**config.mk**
```make
export PLATFORM = sky130hd
export DESIGN_NAME = uart_rx
export DESIGN_NICKNAME = d
export VERILOG_FILES = /design/src/rtl/uart_pkg.sv /design/src/rtl/sync_fifo_with_clear.sv /design/src/rtl/uart_rx_sync.sv /design/src/rtl/uart_rx.sv
export SDC_FILE = /design/constraint.sdc
export NUM_CORES = 1
export LEC_CHECK = 0
export ABC_AREA = 0
export CORE_ASPECT_RATIO = 0.5
export CORE_MARGIN = 5
export CORE_UTILIZATION = 34
export DETAILED_ROUTE_END_ITERATION = 7
export PLACE_DENSITY = 0.58
export SETUP_SLACK_MARGIN = 0.2
export SLEW_MARGIN = 20
export SYNTH_ARGS = -nofsm -noshare
export SYNTH_HDL_FRONTEND = slang
export SYNTH_SLANG_ARGS = --single-unit
export TNS_END_PERCENT = 5
```
**constraint.sdc**
```tcl
create_clock -name clk -period 5.7 [get_ports clk]
set_input_delay 0.855 -clock clk [delete_from_list [all_inputs] [get_ports clk]]
set_output_delay 0.855 -clock clk [all_outputs]
set_load 0.05 [all_outputs]
```
**src/rtl/uart_pkg.sv**
```systemverilog
// Shared UART definitions: data-bit encodings, RX state encoding, oversampling constants.
// Latency: n/a (package only).
// Backpressure: n/a.
package uart_pkg;

    localparam int OVERSAMPLE = 16;
    localparam int MID_TICK   = 8;

    localparam logic [1:0] DATA_BITS_5 = 2'd0;
    localparam logic [1:0] DATA_BITS_6 = 2'd1;
    localparam logic [1:0] DATA_BITS_7 = 2'd2;
    localparam logic [1:0] DATA_BITS_8 = 2'd3;

    typedef enum logic [2:0] {
        IDLE,
        START,
        DATA,
        PARITY,
        STOP0,
        STOP1,
        WAIT_IDLE
    } rx_state_t;

    // Index of the final data bit for a given data-bits code (5 bits -> 4 ... 8 bits -> 7).
    function automatic logic [2:0] last_bit_idx(input logic [1:0] data_bits);
        return 3'd4 + {1'b0, data_bits};
    endfunction

endpackage

```
**src/rtl/sync_fifo_with_clear.sv**
```systemverilog
// Generic synchronous FIFO with a flush input; optional registered head output.
// Latency: write visible at the head on the next cycle (registered or not).
// Backpressure: writes dropped when full unless a pop happens the same cycle; pops on empty ignored.
module sync_fifo_with_clear #(
    parameter int DATA_WIDTH            = 8,
    parameter int DEPTH                 = 16,
    parameter int EXTRA_OUTPUT_REGISTER = 0
) (
    input  logic                  clk,
    input  logic                  rst_n,
    input  logic                  clear,
    input  logic                  wr_en,
    input  logic [DATA_WIDTH-1:0] wr_data,
    input  logic                  rd_en,
    output logic [DATA_WIDTH-1:0] rd_data,
    output logic                  empty,
    output logic                  full
);

    localparam int AW = $clog2(DEPTH);

    logic [DATA_WIDTH-1:0] mem [DEPTH];
    logic [AW-1:0]         wr_ptr;
    logic [AW-1:0]         rd_ptr;
    logic [AW-1:0]         rd_ptr_n;
    logic [AW:0]           count;
    logic                  wr_do;
    logic                  rd_do;

    assign empty    = (count == '0);
    assign full     = (count == (AW+1)'(DEPTH));
    assign rd_do    = rd_en && !empty;
    assign wr_do    = wr_en && (!full || rd_do);
    assign rd_ptr_n = rd_do ? rd_ptr + 1'b1 : rd_ptr;

    always_ff @(posedge clk) begin
        if (!rst_n || clear) begin
            wr_ptr <= '0;
            rd_ptr <= '0;
            count  <= '0;
        end else begin
            if (wr_do) begin
                wr_ptr <= wr_ptr + 1'b1;
            end
            rd_ptr <= rd_ptr_n;
            count  <= count + (AW+1)'(wr_do) - (AW+1)'(rd_do);
        end
    end

    always_ff @(posedge clk) begin
        if (wr_do && !clear) begin
            mem[wr_ptr] <= wr_data;
        end
    end

    generate
        if (EXTRA_OUTPUT_REGISTER != 0) begin : g_out_reg
            logic [DATA_WIDTH-1:0] head_q;
            // Preload the head that will exist after this cycle; bypass when writing into an empty slot.
            always_ff @(posedge clk) begin
                if (!rst_n) begin
                    head_q <= '0;
                end else if (!clear) begin
                    head_q <= (wr_do && (wr_ptr == rd_ptr_n)) ? wr_data : mem[rd_ptr_n];
                end
            end
            assign rd_data = head_q;
        end else begin : g_out_comb
            assign rd_data = mem[rd_ptr];
        end
    endgenerate

endmodule

```
**src/rtl/uart_rx_sync.sv**
```systemverilog
// Metastability synchronizer for the asynchronous serial line; resets to the idle (high) level.
// Latency: STAGES cycles.
// Backpressure: none.
module uart_rx_sync #(
    parameter int STAGES = 2
) (
    input  logic clk,
    input  logic rst_n,
    input  logic d,
    output logic q
);

    logic [STAGES-1:0] chain;

    always_ff @(posedge clk) begin
        if (!rst_n) begin
            chain <= '1;
        end else begin
            chain <= {chain[STAGES-2:0], d};
        end
    end

    assign q = chain[STAGES-1];

endmodule

```
**src/rtl/uart_rx.sv**
```systemverilog
// 16x-oversampling UART receiver (5-8 data bits, optional even parity, 1/2 stop) feeding an RX FIFO.
// Latency: byte at FIFO head 2 cycles after the final stop-bit sample.
// Backpressure: none on the line; characters arriving while the FIFO is full are dropped and flagged.
module uart_rx
    import uart_pkg::*;
#(
    parameter int FIFO_DEPTH  = 16,
    parameter int SYNC_STAGES = 2
) (
    input  logic       clk,
    input  logic       rst_n,
    input  logic       i_parity,
    input  logic [1:0] i_data_bits,
    input  logic       i_stop_bits,
    input  logic       i_fifo_rd_en,
    input  logic       i_fifo_clear,
    output logic [7:0] o_fifo_rd_data,
    output logic       o_fifo_empty,
    output logic       o_fifo_full,
    input  logic       i_err_clear,
    output logic       o_overflow_error,
    output logic       o_parity_error,
    output logic       o_frame_error,
    input  logic       i_rx_strb16,
    output logic       o_rx_strb_en,
    input  logic       i_uart_rx
);

    logic       rxs;
    logic       rxs_q;

    rx_state_t  state, state_n;
    logic [3:0] tick_cnt, tick_n;
    logic [2:0] bit_cnt, bit_n;
    logic [7:0] shift_q, shift_n;
    logic       calc_par, par_n;
    logic       perr, perr_n;
    logic       fin_pend, fin_n;
    logic       cfg_par, cfg_par_n;
    logic [1:0] cfg_bits, cfg_bits_n;
    logic       cfg_stop, cfg_stop_n;
    logic       perr_set;
    logic       ferr_set;
    logic       ovf_set;
    logic       push;
    logic       hit_mid;
    logic       hit_end;

    uart_rx_sync #(
        .STAGES (SYNC_STAGES)
    ) u_sync (
        .clk   (clk),
        .rst_n (rst_n),
        .d     (i_uart_rx),
        .q     (rxs)
    );

    assign hit_mid = i_rx_strb16 && (tick_cnt == 4'(MID_TICK - 1));
    assign hit_end = i_rx_strb16 && (tick_cnt == 4'(OVERSAMPLE - 1));

    always_ff @(posedge clk) begin
        if (!rst_n) begin
            state    <= IDLE;
            tick_cnt <= '0;
            bit_cnt  <= '0;
            shift_q  <= '0;
            calc_par <= 1'b0;
            perr     <= 1'b0;
            fin_pend <= 1'b0;
            cfg_par  <= 1'b0;
            cfg_bits <= DATA_BITS_8;
            cfg_stop <= 1'b0;
            rxs_q    <= 1'b1;
        end else begin
            state    <= state_n;
            tick_cnt <= tick_n;
            bit_cnt  <= bit_n;
            shift_q  <= shift_n;
            calc_par <= par_n;
            perr     <= perr_n;
            fin_pend <= fin_n;
            cfg_par  <= cfg_par_n;
            cfg_bits <= cfg_bits_n;
            cfg_stop <= cfg_stop_n;
            rxs_q    <= rxs;
        end
    end

    always_comb begin
        state_n      = state;
        tick_n       = i_rx_strb16 ? tick_cnt + 4'd1 : tick_cnt;
        bit_n        = bit_cnt;
        shift_n      = shift_q;
        par_n        = calc_par;
        perr_n       = perr;
        fin_n        = 1'b0;
        cfg_par_n    = cfg_par;
        cfg_bits_n   = cfg_bits;
        cfg_stop_n   = cfg_stop;
        perr_set     = 1'b0;
        ferr_set     = 1'b0;
        o_rx_strb_en = 1'b0;

        unique case (state)
            IDLE: begin
                if (rxs_q && !rxs) begin
                    tick_n     = '0;
                    bit_n      = '0;
                    shift_n    = '0;
                    par_n      = 1'b0;
                    perr_n     = 1'b0;
                    cfg_par_n  = i_parity;
                    cfg_bits_n = i_data_bits;
                    cfg_stop_n = i_stop_bits;
                    state_n    = START;
                end
            end
            START: begin
                o_rx_strb_en = 1'b1;
                if (hit_mid) begin
                    if (rxs) begin
                        state_n = IDLE;
                    end else begin
                        tick_n  = '0;
                        state_n = DATA;
                    end
                end
            end
            DATA: begin
                o_rx_strb_en = 1'b1;
                if (hit_end) begin
                    shift_n[bit_cnt] = rxs;
                    par_n            = calc_par ^ rxs;
                    if (bit_cnt == last_bit_idx(cfg_bits)) begin
                        state_n = cfg_par ? PARITY : STOP0;
                    end else begin
                        bit_n = bit_cnt + 3'd1;
                    end
                end
            end
            PARITY: begin
                o_rx_strb_en = 1'b1;
                if (hit_end) begin
                    perr_n   = (rxs != calc_par);
                    perr_set = perr_n;
                    state_n  = STOP0;
                end
            end
            STOP0: begin
                o_rx_strb_en = 1'b1;
                if (hit_end) begin
                    if (!rxs) begin
                        ferr_set = 1'b1;
                        state_n  = WAIT_IDLE;
                    end else if (cfg_stop) begin
                        state_n = STOP1;
                    end else begin
                        fin_n   = 1'b1;
                        state_n = IDLE;
                    end
                end
            end
            STOP1: begin
                o_rx_strb_en = 1'b1;
                if (hit_end) begin
                    if (!rxs) begin
                        ferr_set = 1'b1;
                        state_n  = WAIT_IDLE;
                    end else begin
                        fin_n   = 1'b1;
                        state_n = IDLE;
                    end
                end
            end
            WAIT_IDLE: begin
                if (rxs) begin
                    state_n = IDLE;
                end
            end
            default: state_n = IDLE;
        endcase
    end

    // Parity failures never reach the FIFO; framing failures never reach finish at all.
    assign push    = fin_pend && !perr;
    assign ovf_set = push && o_fifo_full && !i_fifo_rd_en && !i_fifo_clear;

    always_ff @(posedge clk) begin
        if (!rst_n) begin
            o_overflow_error <= 1'b0;
            o_parity_error   <= 1'b0;
            o_frame_error    <= 1'b0;
        end else begin
            o_overflow_error <= (o_overflow_error && !i_err_clear) || ovf_set;
            o_parity_error   <= (o_parity_error && !i_err_clear) || perr_set;
            o_frame_error    <= (o_frame_error && !i_err_clear) || ferr_set;
        end
    end

    sync_fifo_with_clear #(
        .DATA_WIDTH            (8),
        .DEPTH                 (FIFO_DEPTH),
        .EXTRA_OUTPUT_REGISTER (1)
    ) u_fifo (
        .clk     (clk),
        .rst_n   (rst_n),
        .clear   (i_fifo_clear),
        .wr_en   (push),
        .wr_data (shift_q),
        .rd_en   (i_fifo_rd_en),
        .rd_data (o_fifo_rd_data),
        .empty   (o_fifo_empty),
        .full    (o_fifo_full)
    );

endmodule
```
==> flow_summary.toml <==
[run_status]
run_status = "finished, final reports clean"

[synthesis]
synth_cell_types = 66
synthDominantAreaCellType = "edfxtp_1"
synth_seq_cells = 180
ys.warnings.count = 0
post_synth_main_area_contributors = "edfxtp_1 (47%), dfxtp_1 (13%), mux4_1 (4.5%), a21oi_1 (2.7%), mux2i_1 (2.2%)"
top_reg_cell_synth = "edfxtp_1"
synth.yosys.seq_area_share = 0.5939
synth_edf_count = 128
synth_nets = 670
async_reset_ff_frac = 0
yosys.area.top_type_share = 0.4674
postSynthCellCount = 645
synthesis.area_per_instance_um2 = 12.75
synthesis.area_um2 = 8224

[cells_and_area]
area_growth_syn_to_layout_pct = 13.91
nFillCells = 2249
regArea_um2 = 4886
nets = 683
layout_common_cells = "edfxtp_1 (128), dfxtp_1 (51), a21oi_1 (44)"
multi_input_comb_area_um2 = 3000
n_antenna_cell = 0
drive_gt1_frac = 0.1028
layout.cells.most_common = "edfxtp_1"

[job]
drv_cap = 0

[drt]
drt_first_pass_iters = 5
post_drt_via_cell_ratio = 5.476
dr_total_vias = 5399
route.antenna.remaining_nets = 0
routed_wirelength_mm = 19.90
drc = 0
detail_route.wl_per_cell_um = 20.18
drt_iter0_drc = 507

[cts]
hold_fix_buffer_count_after_cts = 0
cts_resized = 0
clk_transition_reported_paths_ns = 0.08
cts.path.max_buffers = 2
cts_sinks = 180
postCtsSetupBuffers = 0
cts_tree = "yes"
cts_root_buf = "clkbuf_16"
cts-htree-levels = 4
numCtsBuffers = 17
worst_skew_pair.late_latency_ns = 0.44

[floorplanning]
design.core.area_um2 = 23920
dieHeight_um = 120.0
io_pins = 25
std_cell_rows = 40
die-area_um2 = 27590
floorplan.initialDensity = 0.3438
die_w_um = 230.0

[global_route]
via_count_of_the_first_global_routing_pass = 5157
antenna_found_initial = 0
grt_total_usage = 0.1434
grt.overflow.total = 0
grt_start_max_net_pins = 43
grt_pass1_wl_mm = 30.38

[timing]
relSlewSlack = 0.2125
setup_slack_after_layout_ns = 2.074
timing.final.hold_violations = 0
totalNegativeSetupSlack_ns = 0
timing_max_transition_violations_final = 0
rsz0062_at_grt = "no"
fmaxAchievable_mhz = 275.8
timing_worst_slew_pin_value_ns = 1.180
finClkSkew_ns = 0.01219
timing.final.crit_share = 0.6361
final_setup_vio_count = 0
final_period_minus_worst_setup_slack_ns = 3.626

[placed_design]
io_buffer_count = 24
pre_cts_ws_ns = 1.598
dp.final_hpwl_mm = 13.69
routabilityCongestion = 0.8665

[power]
comb_power_share = 0.236
max-vdd-ir-drop_v = 0.0002108
power_per_cell_area_nw_per_um2 = 367.8
internal_power_uw = 2326
swShare = 0.3249
report.power.total_uw = 3445
leakage_power_total_uw = 0.003203
p_sw_uw = 1120
power.sequential.fraction = 0.424
power.share.clock = 0.340

[critical_path]
timing.critical_path.slowest_cell_delay_ns = 0.88
regToRegSetupSlack_ns = 2.18
timing.critical_path.buf_inv = 2
timing.critical_path.required_ns = 5.76
timing.critical_path.cells = "clkdlybuf4s50_1 > inv_1 > a41oi_1 > nor2b_1 > nand2_1 > nor3_1"
path_class = "in2reg"
critical_path_arrival_ns = 3.68
cp_slowest_cell = "nor3_1"
crit_fanout = 8
critical_path.startpoint_type = "primary input"
critical-path-top-delay-family = "simple AND/OR/NAND/NOR gates"
cp-end-kind = "register"

[hold_path]
class_of_the_tightest_hold_or_removal_check = "reg2reg"
==> state kept, by name, summed over array words and instances (netlist names) <==
| signal | flops |
|---|---|
| u_fifo.mem | 128 |
| shift_q | 8 |
| u_fifo.rd_data | 8 |
| u_fifo.count | 5 |
| tick_cnt | 4 |
| u_fifo.rd_ptr | 4 |
| u_fifo.wr_ptr | 4 |
| bit_cnt | 3 |
| state | 3 |
| cfg_bits | 2 |
| u_sync.chain | 2 |
| calc_par | 1 |
| cfg_par | 1 |
| cfg_stop | 1 |
| fin_pend | 1 |
| o_frame_error | 1 |
| o_overflow_error | 1 |
| o_parity_error | 1 |
| perr | 1 |
| rxs_q | 1 |
==> cells in the mapped netlist, drive strengths merged, types with 3 or more instances <==
library cell	count
dfxtp	52
and3	14
xnor2	13
nand3	10
clkbuf	28
xnor3	3
o22ai	18
nand4	6
mux4	16
o221ai	8
nor2b	3
o31ai	8
a21o	4
nor4	10
a31oi	4
buf	13
xor2	4
a21oi	44
nand2	27
edfxtp	128
nor2	40
ha	13
a41oi	9
and2	6
inv	42
a211oi	18
a32o	8
nand2b	7
mux2i	18
a2111oi	9
o21ai	28
nor3	8
o21a	3
==> final timing paths <==
| check | start | end | depth (start not counted) |
|---|---|---|---|
| min reg2reg | u_sync.chain[0]$_SDFF_PN1_ | u_sync.chain[1]$_SDFF_PN1_ | 1 |
| min | u_sync.chain[0]$_SDFF_PN1_ | u_sync.chain[1]$_SDFF_PN1_ | 1 |
| max reg2reg | u_fifo.count[3]$_SDFF_PP0_ | u_fifo.rd_data[6]$_SDFFE_PN0N_ | 9 |
| max | i_fifo_rd_en | u_fifo.mem[9][5]$_DFFE_PP_ | 6 |
==> final cells by class <==
cell class / count / share of cell area
inverter: 42 / 0.01736
clock buffer: 17 / 0.04541
tap: 315 / 0.04207
multi-input combinational: 382 / 0.3203
sequential: 180 / 0.5216
timing repair buffer: 35 / 0.03446
clock inverter: 15 / 0.01883
==> metal layers <==
metal / up-vias / share of wire / GRT usage
met1: 2724 / 0.47 / 0.1975
met4: 0 / 0.019 / 0.04812
met2: 124 / 0.46 / 0.2302
li1: 2523 / - / -
met5: - / 0 / 0
met3: 28 / 0.043 / 0.02624
==> through the flow <==
step | util | hold slack [ns] | instances | cell area [um^2]
2_1_floorplan | - | 0.3863 | 645 | 8224
3_5_place_dp | 0.3660 | 0.4058 | 954 | 8756
5_1_grt | 0.3916 | 0.4330 | 986 | 9368
4_1_cts | 0.3912 | 0.4251 | 986 | 9358
6_report | 0.3916 | 0.4207 | 986 | 9368
3_3_place_gp | 0.3660 | 0.3885 | 954 | 8756
==> cells by family (layout without fill, tap and decap cells) <==
| kind of cell | Yosys count | count (layout) | share of synthesized area |
|---|---|---|---|
| and+or+nand+nor | 144 | 144 | 0.09235 |
| buffers and inverters | 83 | 109 | 0.04336 |
| adders and majority gates | 14 | 14 | 0.02221 |
| DFF | 180 | 180 | 0.5939 |
| xor gates and xnor gates | 20 | 20 | 0.02860 |
| AOI/OAI and AO/OA | 170 | 170 | 0.1474 |
| muxes | 34 | 34 | 0.07211 |
==> power groups by stage <==
stage	sequential [uW]	clock [uW]	combinational, uW
after floorplan	1490	0	636
after global routing	1460	1240	872
after detailed placement	1490	0	812
after CTS	1460	1190	814
after global placement	1490	0	797
final	1460	1170	814
No activity file was read; power rests on OpenSTA's default activity.
